## config.mk

```make
export PLATFORM = sky130hd
export DESIGN_NAME = wac_cfg_shifter_flat
export DESIGN_NICKNAME = d
export VERILOG_FILES = /design/src/rtl/wac_cfg_shifter_pkg.sv /design/src/rtl/wac_cfg_shifter_if.sv /design/src/rtl/wac_cfg_shifter_sync_fall.sv /design/src/rtl/wac_cfg_shifter.sv /design/src/flat_wrapper.sv
export SDC_FILE = /design/constraint.sdc
export NUM_CORES = 1
export LEC_CHECK = 0
export CORE_MARGIN = 5
export CORE_UTILIZATION = 45
export CTS_BUF_LIST = sky130_fd_sc_hd__clkbuf_8 sky130_fd_sc_hd__clkbuf_16
export CTS_CLUSTER_DIAMETER = 100
export CTS_CLUSTER_SIZE = 28
export DETAILED_ROUTE_END_ITERATION = 10
export PLACE_DENSITY = 0.75
export SYNTH_ARGS = -nofsm -noshare
export SYNTH_HDL_FRONTEND = slang
export SYNTH_SLANG_ARGS = --single-unit
```

## constraint.sdc

```tcl
create_clock -name clk -period 5.2 [get_ports clk]
set_input_delay 1.56 -clock clk [delete_from_list [all_inputs] [get_ports clk]]
set_output_delay 1.56 -clock clk [all_outputs]
set_load 0.01 [all_outputs]
```

## src/rtl/wac_cfg_shifter_pkg.sv

```systemverilog
// Shared types and constants for the WAC10 configuration shifter.
package wac_cfg_pkg;

   typedef enum logic [2:0] {
      IDLE     = 3'd0,
      SETUP    = 3'd1,
      SHIFT_HI = 3'd2,
      SHIFT_LO = 3'd3,
      LATCH    = 3'd4
   } stateT;

   // Control codes that belong to the ADC capture path, not to this shifter.
   localparam logic [7:0] CMD_ADC1        = 8'h11;
   localparam logic [7:0] CMD_ADC2        = 8'h12;
   localparam logic [7:0] TGT_NIBBLE_MASK = 8'h0F;

   function automatic logic isAdcCmd(input logic [7:0] ctrl);
      return (ctrl == CMD_ADC1) || (ctrl == CMD_ADC2);
   endfunction

endpackage

```

## src/rtl/wac_cfg_shifter_if.sv

```systemverilog
// Sequencer-facing command inputs plus the serial bus, load lines and status.
// master = control sequencer side, slave = shifter side.
interface wac_cfg_if #(
   parameter int N_TGT  = 4,
   parameter int WORD_W = 16
);
   logic [7:0]        ctrlWac;
   logic [WORD_W-1:0] confWac;
   logic              confWacEn;
   logic              sclk;
   logic              sdata;
   logic              csN;
   logic [N_TGT-1:0]  ld;
   logic              busy;
   logic              done;
   logic              errTgt;
   logic              errOvr;

   modport master (
      output ctrlWac, confWac, confWacEn,
      input  sclk, sdata, csN, ld, busy, done, errTgt, errOvr
   );

   modport slave (
      input  ctrlWac, confWac, confWacEn,
      output sclk, sdata, csN, ld, busy, done, errTgt, errOvr
   );
endinterface

```

## src/rtl/wac_cfg_shifter_sync_fall.sv

```systemverilog
// Two-flop synchronizer plus falling-edge detector for an asynchronous
// active-low strobe. fall is high for exactly one cycle per 1->0 transition
// of the synchronized level; a level held low yields a single pulse.
module wac_sync_fall (
   input  logic clk,
   input  logic rst,
   input  logic din,
   output logic fall
);
   logic [1:0] syncQ;
   logic       prevQ;

   // Synchronize the strobe and remember its previous synchronized level.
   always_ff @(posedge clk) begin
      // NOTE: sequential state uses non-blocking assignments so every flop samples pre-edge values.
      if (rst) begin
         syncQ <= 2'b11;
         prevQ <= 1'b1;
      end else begin
         syncQ <= {syncQ[0], din};
         prevQ <= syncQ[1];
      end
   end

   assign fall = prevQ & ~syncQ[1];
endmodule

```

## src/rtl/wac_cfg_shifter.sv

```systemverilog
// Serializes a captured configuration word MSB-first onto sclk/sdata/csN and
// then pulses the load line of the selected target. All bus outputs are
// registered from the next-state decode so they are glitch-free.
module wac_cfg_shifter
   import wac_cfg_pkg::*;
#(
   parameter int CLK_DIV = 8,
   parameter int N_TGT   = 4,
   parameter int WORD_W  = 16
) (
   input  logic       clk,
   input  logic       rst,
   wac_cfg_if.slave   bus
);
   localparam int DIV_W = $clog2(CLK_DIV + 1);
   localparam int BIT_W = $clog2(WORD_W);
   localparam int TGT_W = (N_TGT > 1) ? $clog2(N_TGT) : 1;

   localparam logic [DIV_W-1:0] DIV_LAST = DIV_W'(CLK_DIV - 1);
   localparam logic [BIT_W-1:0] BIT_LAST = BIT_W'(WORD_W - 1);
   localparam logic [3:0]       TGT_MAX  = 4'(N_TGT);

   stateT             state, stateNext;
   logic              startFall;
   logic [DIV_W-1:0]  divCnt;
   logic              tick;
   logic [BIT_W-1:0]  bitCnt;
   logic [WORD_W-1:0] shReg;
   logic [TGT_W-1:0]  tgtIdx;
   logic [3:0]        tgtNib;
   logic              tgtOk;
   logic              accept;
   logic              reject;
   logic              overrun;

   logic              sclkQ;
   logic              csNQ;
   logic              busyQ;
   logic              doneQ;
   logic              errTgtQ;
   logic              errOvrQ;
   logic [N_TGT-1:0]  ldQ;

   wac_sync_fall uSync (
      .clk  (clk),
      .rst  (rst),
      .din  (bus.confWacEn),
      .fall (startFall)
   );

   assign tick   = (divCnt == DIV_LAST);
   assign tgtNib = 4'(bus.ctrlWac & TGT_NIBBLE_MASK);
   assign tgtOk  = (bus.ctrlWac[7:4] == 4'h0) && (tgtNib != 4'h0) && (tgtNib <= TGT_MAX);

   // Classify start requests and compute the next phase of the transfer.
   always_comb begin
      // NOTE: every output of this block is defaulted first so no path can infer a latch.
      stateNext = state;
      accept    = 1'b0;
      reject    = 1'b0;
      overrun   = 1'b0;
      unique case (state)
         IDLE: begin
            if (startFall && !isAdcCmd(bus.ctrlWac)) begin
               if (tgtOk) begin
                  accept    = 1'b1;
                  stateNext = SETUP;
               end else begin
                  reject    = 1'b1;
               end
            end
         end
         SETUP:    if (tick) stateNext = SHIFT_HI;
         SHIFT_HI: if (tick) stateNext = SHIFT_LO;
         SHIFT_LO: if (tick) stateNext = (bitCnt == '0) ? LATCH : SHIFT_HI;
         LATCH:    if (tick) stateNext = IDLE;
         default:  stateNext = IDLE;
      endcase
      if (state != IDLE && startFall) overrun = 1'b1;
   end

   // State register.
   always_ff @(posedge clk) begin
      if (rst) state <= IDLE;
      else     state <= stateNext;
   end

   // Phase divider: restarts on every state/phase change, idles at zero.
   always_ff @(posedge clk) begin
      if (rst || state == IDLE || stateNext != state) divCnt <= '0;
      else                                             divCnt <= divCnt + 1'b1;
   end

   // Capture the word and target on acceptance, then shift one bit per sclk period.
   always_ff @(posedge clk) begin
      if (rst) begin
         shReg  <= '0;
         bitCnt <= '0;
         tgtIdx <= '0;
      end else if (accept) begin
         shReg  <= bus.confWac;
         bitCnt <= BIT_LAST;
         tgtIdx <= TGT_W'(tgtNib - 4'd1);
      end else if (state == SHIFT_LO && tick && bitCnt != '0) begin
         shReg  <= {shReg[WORD_W-2:0], 1'b0};
         bitCnt <= bitCnt - 1'b1;
      end else if (state == LATCH && tick) begin
         shReg  <= '0;
      end
   end

   // Registered bus outputs, completion pulse and sticky error flags.
   always_ff @(posedge clk) begin
      if (rst) begin
         sclkQ   <= 1'b0;
         csNQ    <= 1'b1;
         busyQ   <= 1'b0;
         doneQ   <= 1'b0;
         ldQ     <= '0;
         errTgtQ <= 1'b0;
         errOvrQ <= 1'b0;
      end else begin
         sclkQ <= (stateNext == SHIFT_HI);
         csNQ  <= !(stateNext inside {SETUP, SHIFT_HI, SHIFT_LO});
         busyQ <= (stateNext != IDLE);
         doneQ <= (state == LATCH) && tick;
         ldQ   <= '0;
         if (stateNext == LATCH) ldQ[tgtIdx] <= 1'b1;
         if (accept) begin
            errTgtQ <= 1'b0;
            errOvrQ <= 1'b0;
         end else begin
            if (reject)  errTgtQ <= 1'b1;
            if (overrun) errOvrQ <= 1'b1;
         end
      end
   end

   assign bus.sclk   = sclkQ;
   assign bus.sdata  = shReg[WORD_W-1];
   assign bus.csN    = csNQ;
   assign bus.ld     = ldQ;
   assign bus.busy   = busyQ;
   assign bus.done   = doneQ;
   assign bus.errTgt = errTgtQ;
   assign bus.errOvr = errOvrQ;
endmodule

```

## src/flat_wrapper.sv

```systemverilog
// flat-port wrapper written by rule: the top's interface ports become plain ports
module wac_cfg_shifter_flat import wac_cfg_pkg::*;
#(
   parameter int CLK_DIV = 8,
   parameter int N_TGT   = 4,
   parameter int WORD_W  = 16
)
  (clk, rst, bus_ctrlWac, bus_confWac, bus_confWacEn, bus_sclk, bus_sdata, bus_csN, bus_ld, bus_busy, bus_done, bus_errTgt, bus_errOvr);
  wac_cfg_if #(.N_TGT(N_TGT), .WORD_W(WORD_W)) bus_i ();
  input  logic clk;
  input  logic rst;
  input wire logic [$bits(bus_i.ctrlWac)-1:0] bus_ctrlWac;
  input wire logic [$bits(bus_i.confWac)-1:0] bus_confWac;
  input wire logic [$bits(bus_i.confWacEn)-1:0] bus_confWacEn;
  output wire logic [$bits(bus_i.sclk)-1:0] bus_sclk;
  output wire logic [$bits(bus_i.sdata)-1:0] bus_sdata;
  output wire logic [$bits(bus_i.csN)-1:0] bus_csN;
  output wire logic [$bits(bus_i.ld)-1:0] bus_ld;
  output wire logic [$bits(bus_i.busy)-1:0] bus_busy;
  output wire logic [$bits(bus_i.done)-1:0] bus_done;
  output wire logic [$bits(bus_i.errTgt)-1:0] bus_errTgt;
  output wire logic [$bits(bus_i.errOvr)-1:0] bus_errOvr;
  assign bus_i.ctrlWac = bus_ctrlWac;
  assign bus_i.confWac = bus_confWac;
  assign bus_i.confWacEn = bus_confWacEn;
  assign bus_sclk = bus_i.sclk;
  assign bus_sdata = bus_i.sdata;
  assign bus_csN = bus_i.csN;
  assign bus_ld = bus_i.ld;
  assign bus_busy = bus_i.busy;
  assign bus_done = bus_i.done;
  assign bus_errTgt = bus_i.errTgt;
  assign bus_errOvr = bus_i.errOvr;
  wac_cfg_shifter #(.CLK_DIV(CLK_DIV), .N_TGT(N_TGT), .WORD_W(WORD_W)) u_core (.clk(clk), .rst(rst), .bus(bus_i));
endmodule
```

==> key figures, run 1 <==
Placement
  • Count of input and output buffers: 37
  • DP Wirelength: 2.53 mm
  • Placed inst area: 2230 µm²
  • Gpl congestion: 0.748

Yosys
  • Number of enable-type register cells in the synthesized netlist: 0
  • Share of the synthesized area in the top cell type: 45.3%
  • Most common cell in the netlist: sky130_fd_sc_hd__dfxtp_1
  • Most used flip-flop cell after synthesis: sky130_fd_sc_hd__dfxtp_1
  • Flip-flop and latch count after synthesis: 42
  • Synth cell types: 44
  • Largest area contributor in the netlist: sky130_fd_sc_hd__dfxtp_1
  • Mapped Avg Cell Area: 9.02 µm²
  • Number of warnings issued by yosys: 0
  • Most numerous cell types in the synthesized netlist: sky130_fd_sc_hd__dfxtp_1, sky130_fd_sc_hd__a31oi_1, sky130_fd_sc_hd__nand2_1
  • Post-Syn Instances: 206
  • Top cells by area, synth: sky130_fd_sc_hd__dfxtp_1, sky130_fd_sc_hd__a31oi_1, sky130_fd_sc_hd__nand3_1
  • Post-Synthesis Net Count: 238
  • Share of flip-flops with an asynchronous set or reset: 0%
  • Portion of the post-synthesis area used by sequential elements: 45.3%
  • Mapped Area: 1860 µm²

GRT
  • Antenna violations before repair: 0
  • Remaining global-route overflow: 0
  • First-pass GRT wire length: 6.35 mm
  • Pin count of the biggest net entering global routing: 22
  • Global-route total usage across every layer: 14.9%
  • Number of global-route vias before repair: 1440

Clocking
  • Clk Latency, worst-skew pair: 290 ps
  • Worst-path clk slew: 70 ps
  • Post-CTS resize count: 0
  • Root Buffer: sky130_fd_sc_hd__clkbuf_8
  • CTS Buffer Depth: 2
  • Number of buffers inserted to repair setup after CTS: 0
  • CTS Hold Buffers Added: 0
  • Clock tree from TritonCTS: done
  • Number of clock buffers inserted by TritonCTS: 5
  • TritonCTS sink count: 42
  • H-tree levels: 2

Final layout
  • Final net count: 270
  • Number of diodes: 0
  • Area of all placed cells without fillers: 2310 µm²
  • Layout cells sized above 1: 9.66%
  • Signed area change from the synthesized netlist to the final layout: 24.2%

Worst setup path
  • Worst-path fanout max: 20
  • Kind of launch point of the worst setup path: input port
  • Start-to-end type of the worst setup path: in -> reg
  • Sum of buffers and inverters on the critical path: 1
  • Worst EP required: 5390 ps
  • Sequence of cells on the critical path: clkdlybuf4s50_1 > or4_4 > or4_1 > and3_1
  • Endpoint type of the worst setup path: register
  • Top cell family by delay on the critical path: simple AND/OR/NAND/NOR gates
  • CP max stage delay: 840 ps
  • Arrival time at the worst endpoint: 3680 ps
  • Slowest stage cell on the critical path: sky130_fd_sc_hd__or4_1

Route
  • Final routed wire length divided by cell count: 13.2 µm
  • Vias per cell: 5.49
  • Number of routed nets with antenna violations: 0
  • First-pass iteration count of the detailed router: 5
  • Via count: 1581
  • Initial drt markers: 65
  • Count of unresolved DRC violations after routing: 0
  • Final Routed Wirelength: 3.80 mm

Floorplan
  • Area of the core region: 4000 µm²
  • Die area: 5510 µm²
  • Die Width: 74.3 µm
  • Initial core utilization: 46.4%
  • Row cnt: 23
  • I/O pin count: 38
  • Vertical extent of the die: 74.3 µm

STA
  • Worst relative slew slack: 26.9%
  • Share of the clock period used by the worst path: 67.1%
  • Final setup vio count: 0
  • Fmax achieved: 287 MHz
  • Setup TNS Final: 0 ps
  • Number of hold violations in the final report: 0
  • Skew final: 2.04 ps
  • RSZ-0062 raised after global routing: no
  • Worst-margin pin slew: 1090 ps
  • Final count of pins violating max slew: 0
  • Minimum clock period after layout: 3490 ps

Flow run
  • Max_cap viols: 0

Power
  • Leakage power summed over all cells: 0.000822 µW
  • PD cells: 241 nW/µm²
  • Worst vdd ir: 145 µV

Worst hold path
  • Worst min-delay path class: reg -> reg

Run status
  • Outcome: completed
cell type report:
cell class / count / area, µm²
Inverter: 10 / 37.5
Timing Repair Buffer: 37 / 370
Sequential cell: 42 / 841
Tap cell: 50 / 62.6
Multi-Input combinational cell: 142 / 917
Fill cell: 382 / 1690
Clock inverter: 2 / 10.0
Clock buffer: 5 / 68.8
cells in the final DEF, fill, tap and decap left out, types with 3 or more instances in the layout:
| cell type | Yosys | routed |
|---|---|---|
| sky130_fd_sc_hd__ha_1 | 5 | 5 |
| sky130_fd_sc_hd__dfxtp_1 | 42 | 42 |
| sky130_fd_sc_hd__nor3_1 | 5 | 5 |
| sky130_fd_sc_hd__a31oi_1 | 19 | 19 |
| sky130_fd_sc_hd__o21ai_1 | 8 | 8 |
| sky130_fd_sc_hd__nand2_1 | 18 | 18 |
| sky130_fd_sc_hd__nor3b_1 | 6 | 6 |
| sky130_fd_sc_hd__and3_1 | 4 | 4 |
| sky130_fd_sc_hd__or2_2 | 3 | 3 |
| sky130_fd_sc_hd__nand3_1 | 17 | 17 |
| sky130_fd_sc_hd__o21ai_0 | 9 | 9 |
| sky130_fd_sc_hd__nor2_1 | 7 | 7 |
| sky130_fd_sc_hd__clkbuf_8 | 0 | 5 |
| sky130_fd_sc_hd__inv_1 | 10 | 10 |
| sky130_fd_sc_hd__or4_1 | 3 | 3 |
| sky130_fd_sc_hd__clkdlybuf4s50_1 | 0 | 37 |
| sky130_fd_sc_hd__or3_1 | 4 | 4 |
| sky130_fd_sc_hd__a21oi_1 | 3 | 3 |
metrics by stage:
stage          setup WS [ps]  total power, µW  instances  hold slack (ps)  utilization [%]
2_1_floorplan           2040              344        206              389                -
3_3_place_gp            1430              368        281              394             55.7
3_5_place_dp            1400              368        281              398             55.7
4_1_cts                 1720              562        288              416             57.7
5_1_grt                 1560              582        288              449             57.7
6_report                1710              555        288              414             57.7
sequential cells by signal (all words and copies together), names as in the netlist, 2 cells and up:
register	cells
u_core.bus.ld	4
u_core.divCnt	4
u_core.uSync.syncQ	2
u_core.state	3
u_core.tgtIdx	2
u_core.bitCnt	4
u_core.shReg	16
per-layer routing:
| metal | global-route usage, % | up-vias | wire length, µm |
|---|---|---|---|
| li1 | - | 803 | - |
| met1 | 18.1 | 719 | 1790 |
| met2 | 25.2 | 53 | 1660 |
| met3 | 4.59 | 6 | 299 |
| met4 | 4.74 | 0 | 51 |
| met5 | 0 | - | 0 |
report_power, final:
part / leakage, µW / switching [µW] / internal [µW]
logic: 0.000439 / 13.1 / 23.4
registers: 0.000339 / 0.919 / 323
clock network: 0.0000438 / 105 / 90.0
kinds of logic (layout without fill, tap and decap cells):
family	count (synthesis)	count (layout)	share of synthesized area, %
compound gates	48	48	16.4
xor+xnor	4	4	1.89
fa+ha+maj	5	5	3.37
buf+inv	22	54	5.39
flops	42	42	45.3
mux	2	2	1.14
simple gates	83	83	26.6
final timing paths:
check / to / cells past startpoint / slack (ps) / start
max: u_core.bus.sclk / 4 / 1710 / bus_ctrlWac[3]
min reg2reg: u_core.uSync.syncQ[1] / 1 / 410 / u_core.uSync.syncQ[0]
min: u_core.uSync.syncQ[1] / 1 / 410 / u_core.uSync.syncQ[0]
max reg2reg: u_core.bus.sclk / 4 / 2940 / u_core.state[2]
(Power assumes the default switching activity.)
==> run 2: changes to the inputs <==
PLACE_DENSITY = 0.78   (was 0.75)
clock period = 2.9 ns   (was 5.2 ns; I/O delays follow)
==> key figures, run 2 (synthesized netlist as in run 1, its figures left out) <==
STA
  • Skew final: 5.34 ps
  • Worst Setup Slack, final: 256 ps
  • Number of hold violations in the final report: 0
  • Worst relative slew slack: 53.3%
  • Share of the clock period used by the worst path: 91.2%
  • Final setup vio count: 0
  • Final count of pins violating max slew: 0
  • Worst-margin pin slew: 699 ps
  • Minimum clock period after layout: 2640 ps
  • Fmax achieved: 378 MHz
  • RSZ-0062 raised after global routing: no

Placement
  • DP Wirelength: 2.67 mm
  • Worst setup slack before clock tree synthesis: -50.3 ps
  • Placed inst area: 2290 µm²
  • Count of input and output buffers: 37
  • Gpl congestion: 0.779

Worst setup path
  • Endpoint type of the worst setup path: register
  • Terminus of the critical flop-to-flop path: u_core.shReg[4]
  • Cells on worst reg2reg path: 6
  • Worst-path fanout max: 19
  • Worst R2R Setup Slack: 820 ps
  • Start-to-end type of the worst setup path: in -> reg
  • Kind of launch point of the worst setup path: input port
  • Arrival time at the worst endpoint: 2800 ps
  • Start of the worst register-to-register path: u_core.bitCnt[0]
  • Worst EP required: 3060 ps

Route
  • Count of unresolved DRC violations after routing: 0
  • Initial drt markers: 74
  • Final Routed Wirelength: 3.83 mm
  • First-pass iteration count of the detailed router: 4
  • Number of routed nets with antenna violations: 0
  • Final routed wire length divided by cell count: 12.9 µm
  • Via count: 1612
  • Vias per cell: 5.43

Power
  • Worst vdd ir: 255 µV
  • Leakage power summed over all cells: 0.000868 µW
  • PD cells: 430 nW/µm²
  • Total chip power: 1020 µW

Clocking
  • Clock tree from TritonCTS: done
  • Worst-path clk slew: 70 ps
  • H-tree levels: 2
  • Root Buffer: sky130_fd_sc_hd__clkbuf_8
  • CTS Buffer Depth: 2
  • Number of buffers inserted to repair setup after CTS: 0
  • TritonCTS sink count: 42
  • Post-CTS resize count: 0
  • CTS Hold Buffers Added: 0
  • Number of clock buffers inserted by TritonCTS: 5
  • Clk Latency, worst-skew pair: 280 ps

Floorplan
  • Die area: 5510 µm²
  • Area of the core region: 4000 µm²
  • Initial core utilization: 46.4%
  • Row cnt: 23
  • Die Width: 74.3 µm
  • Vertical extent of the die: 74.3 µm
  • I/O pin count: 38

Worst hold path
  • Worst min-delay path class: reg -> reg
  • Hold path start: u_core.uSync.syncQ[0]
  • Hold Path Stages: 1
  • Worst Hold Endpoint: u_core.uSync.syncQ[1]

GRT
  • Global-route total usage across every layer: 14.9%
  • Pin count of the biggest net entering global routing: 21
  • Number of global-route vias before repair: 1541
  • Antenna violations before repair: 0
  • First-pass GRT wire length: 6.55 mm
  • Remaining global-route overflow: 0

Final layout
  • Number of diodes: 0
  • Number of fill cells in the layout: 386
  • Layout cells sized above 1: 12.6%
  • Top library cells by usage in the layout, fill and taps aside: sky130_fd_sc_hd__dfxtp_1, sky130_fd_sc_hd__clkdlybuf4s50_1, sky130_fd_sc_hd__a31oi_1
  • Area of all placed cells without fillers: 2380 µm²
  • Number of flip-flops under the largest register name: 16
  • Top register by number of flip-flops: u_core.shReg
  • Most common cell after layout, fill and taps aside: sky130_fd_sc_hd__dfxtp_1
  • Final net count: 278
  • End-of-flow core utilization: 59.5%
  • Signed area change from the synthesized netlist to the final layout: 28.1%

Run status
  • Outcome: completed

Flow run
  • Max_cap viols: 0
[run 2: changes by cell type in the layout (fill, tap and decap cells not counted), sizes merged]
cell,delta
inv,+1
buf,+8
clkbuf,+1
clkinv,-1
[run 2: power breakdown]
group | switching [µW] | total [µW] | leakage [µW] | internal (µW)
logic | 24.5 | 69.7 | 0.000477 | 45.2
registers | 1.66 | 581 | 0.000339 | 579
clock network | 183 | 371 | 0.0000524 | 188
[run 2: area by class of cell]
| cell class | count | area, µm² | area share (%) |
|---|---|---|---|
| multi-input combinational | 142 | 917 | 38.5 |
| sequential | 42 | 841 | 35.3 |
| timing repair buffer | 45 | 430 | 18.1 |
| clock buffer | 6 | 82.6 | 3.47 |
| tap | 50 | 62.6 | 2.63 |
| inverter | 10 | 37.5 | 1.58 |
| clock inverter | 2 | 8.76 | 0.368 |
[run 2: routing by layer]
| metal | wire (µm) | vias up | part of all wire (%) | global-route usage, % |
|---|---|---|---|---|
| met2 | 1690 | 47 | 44 | 24.6 |
| li1 | - | 816 | - | - |
| met3 | 307 | 5 | 8.0 | 4.32 |
| met1 | 1800 | 744 | 47 | 18.7 |
| met4 | 38 | 0 | 0.99 | 5.14 |
| met5 | 0 | - | 0 | 0 |
[run 2: how the worst max path moves through the flow]
stage	slack, ps	cells past startpoint	startpoint	end
5_1_grt	210	5	bus_ctrlWac[3]	u_core.divCnt[3]
2_1_floorplan	430	6	bus_ctrlWac[3]	u_core.shReg[10]
4_1_cts	250	5	bus_ctrlWac[3]	u_core.divCnt[1]
3_5_place_dp	-50	5	bus_ctrlWac[3]	u_core.divCnt[1]
6_report	260	5	bus_ctrlWac[3]	u_core.divCnt[1]
3_3_place_gp	-20	5	bus_ctrlWac[3]	u_core.divCnt[1]
[run 2: stage by stage]
step           instances  TNS [ps]  hold WS (ps)
2_1_floorplan        206         0           389
3_3_place_gp         289     -41.4           392
3_5_place_dp         289      -176           403
4_1_cts              297         0           420
5_1_grt              297         0           447
6_report             297         0           415
[run 2: critical path, cell delays in order]
cell                              delay, ps
sky130_fd_sc_hd__clkdlybuf4s50_1        400
sky130_fd_sc_hd__or4_4                  560
sky130_fd_sc_hd__or4_4                  680
sky130_fd_sc_hd__a21oi_2                220
sky130_fd_sc_hd__nor3b_1                 70
==> run 3: changes to the inputs <==
--- a/constraint.sdc
+++ b/constraint.sdc
@@ -3,2 +3,2 @@
 set_output_delay 0.87 -clock clk [all_outputs]
-set_load 0.01 [all_outputs]
+set_load 0.05 [all_outputs]
==> results of run 3 <==
The final DEF is identical to that of run 2. Status: completed.
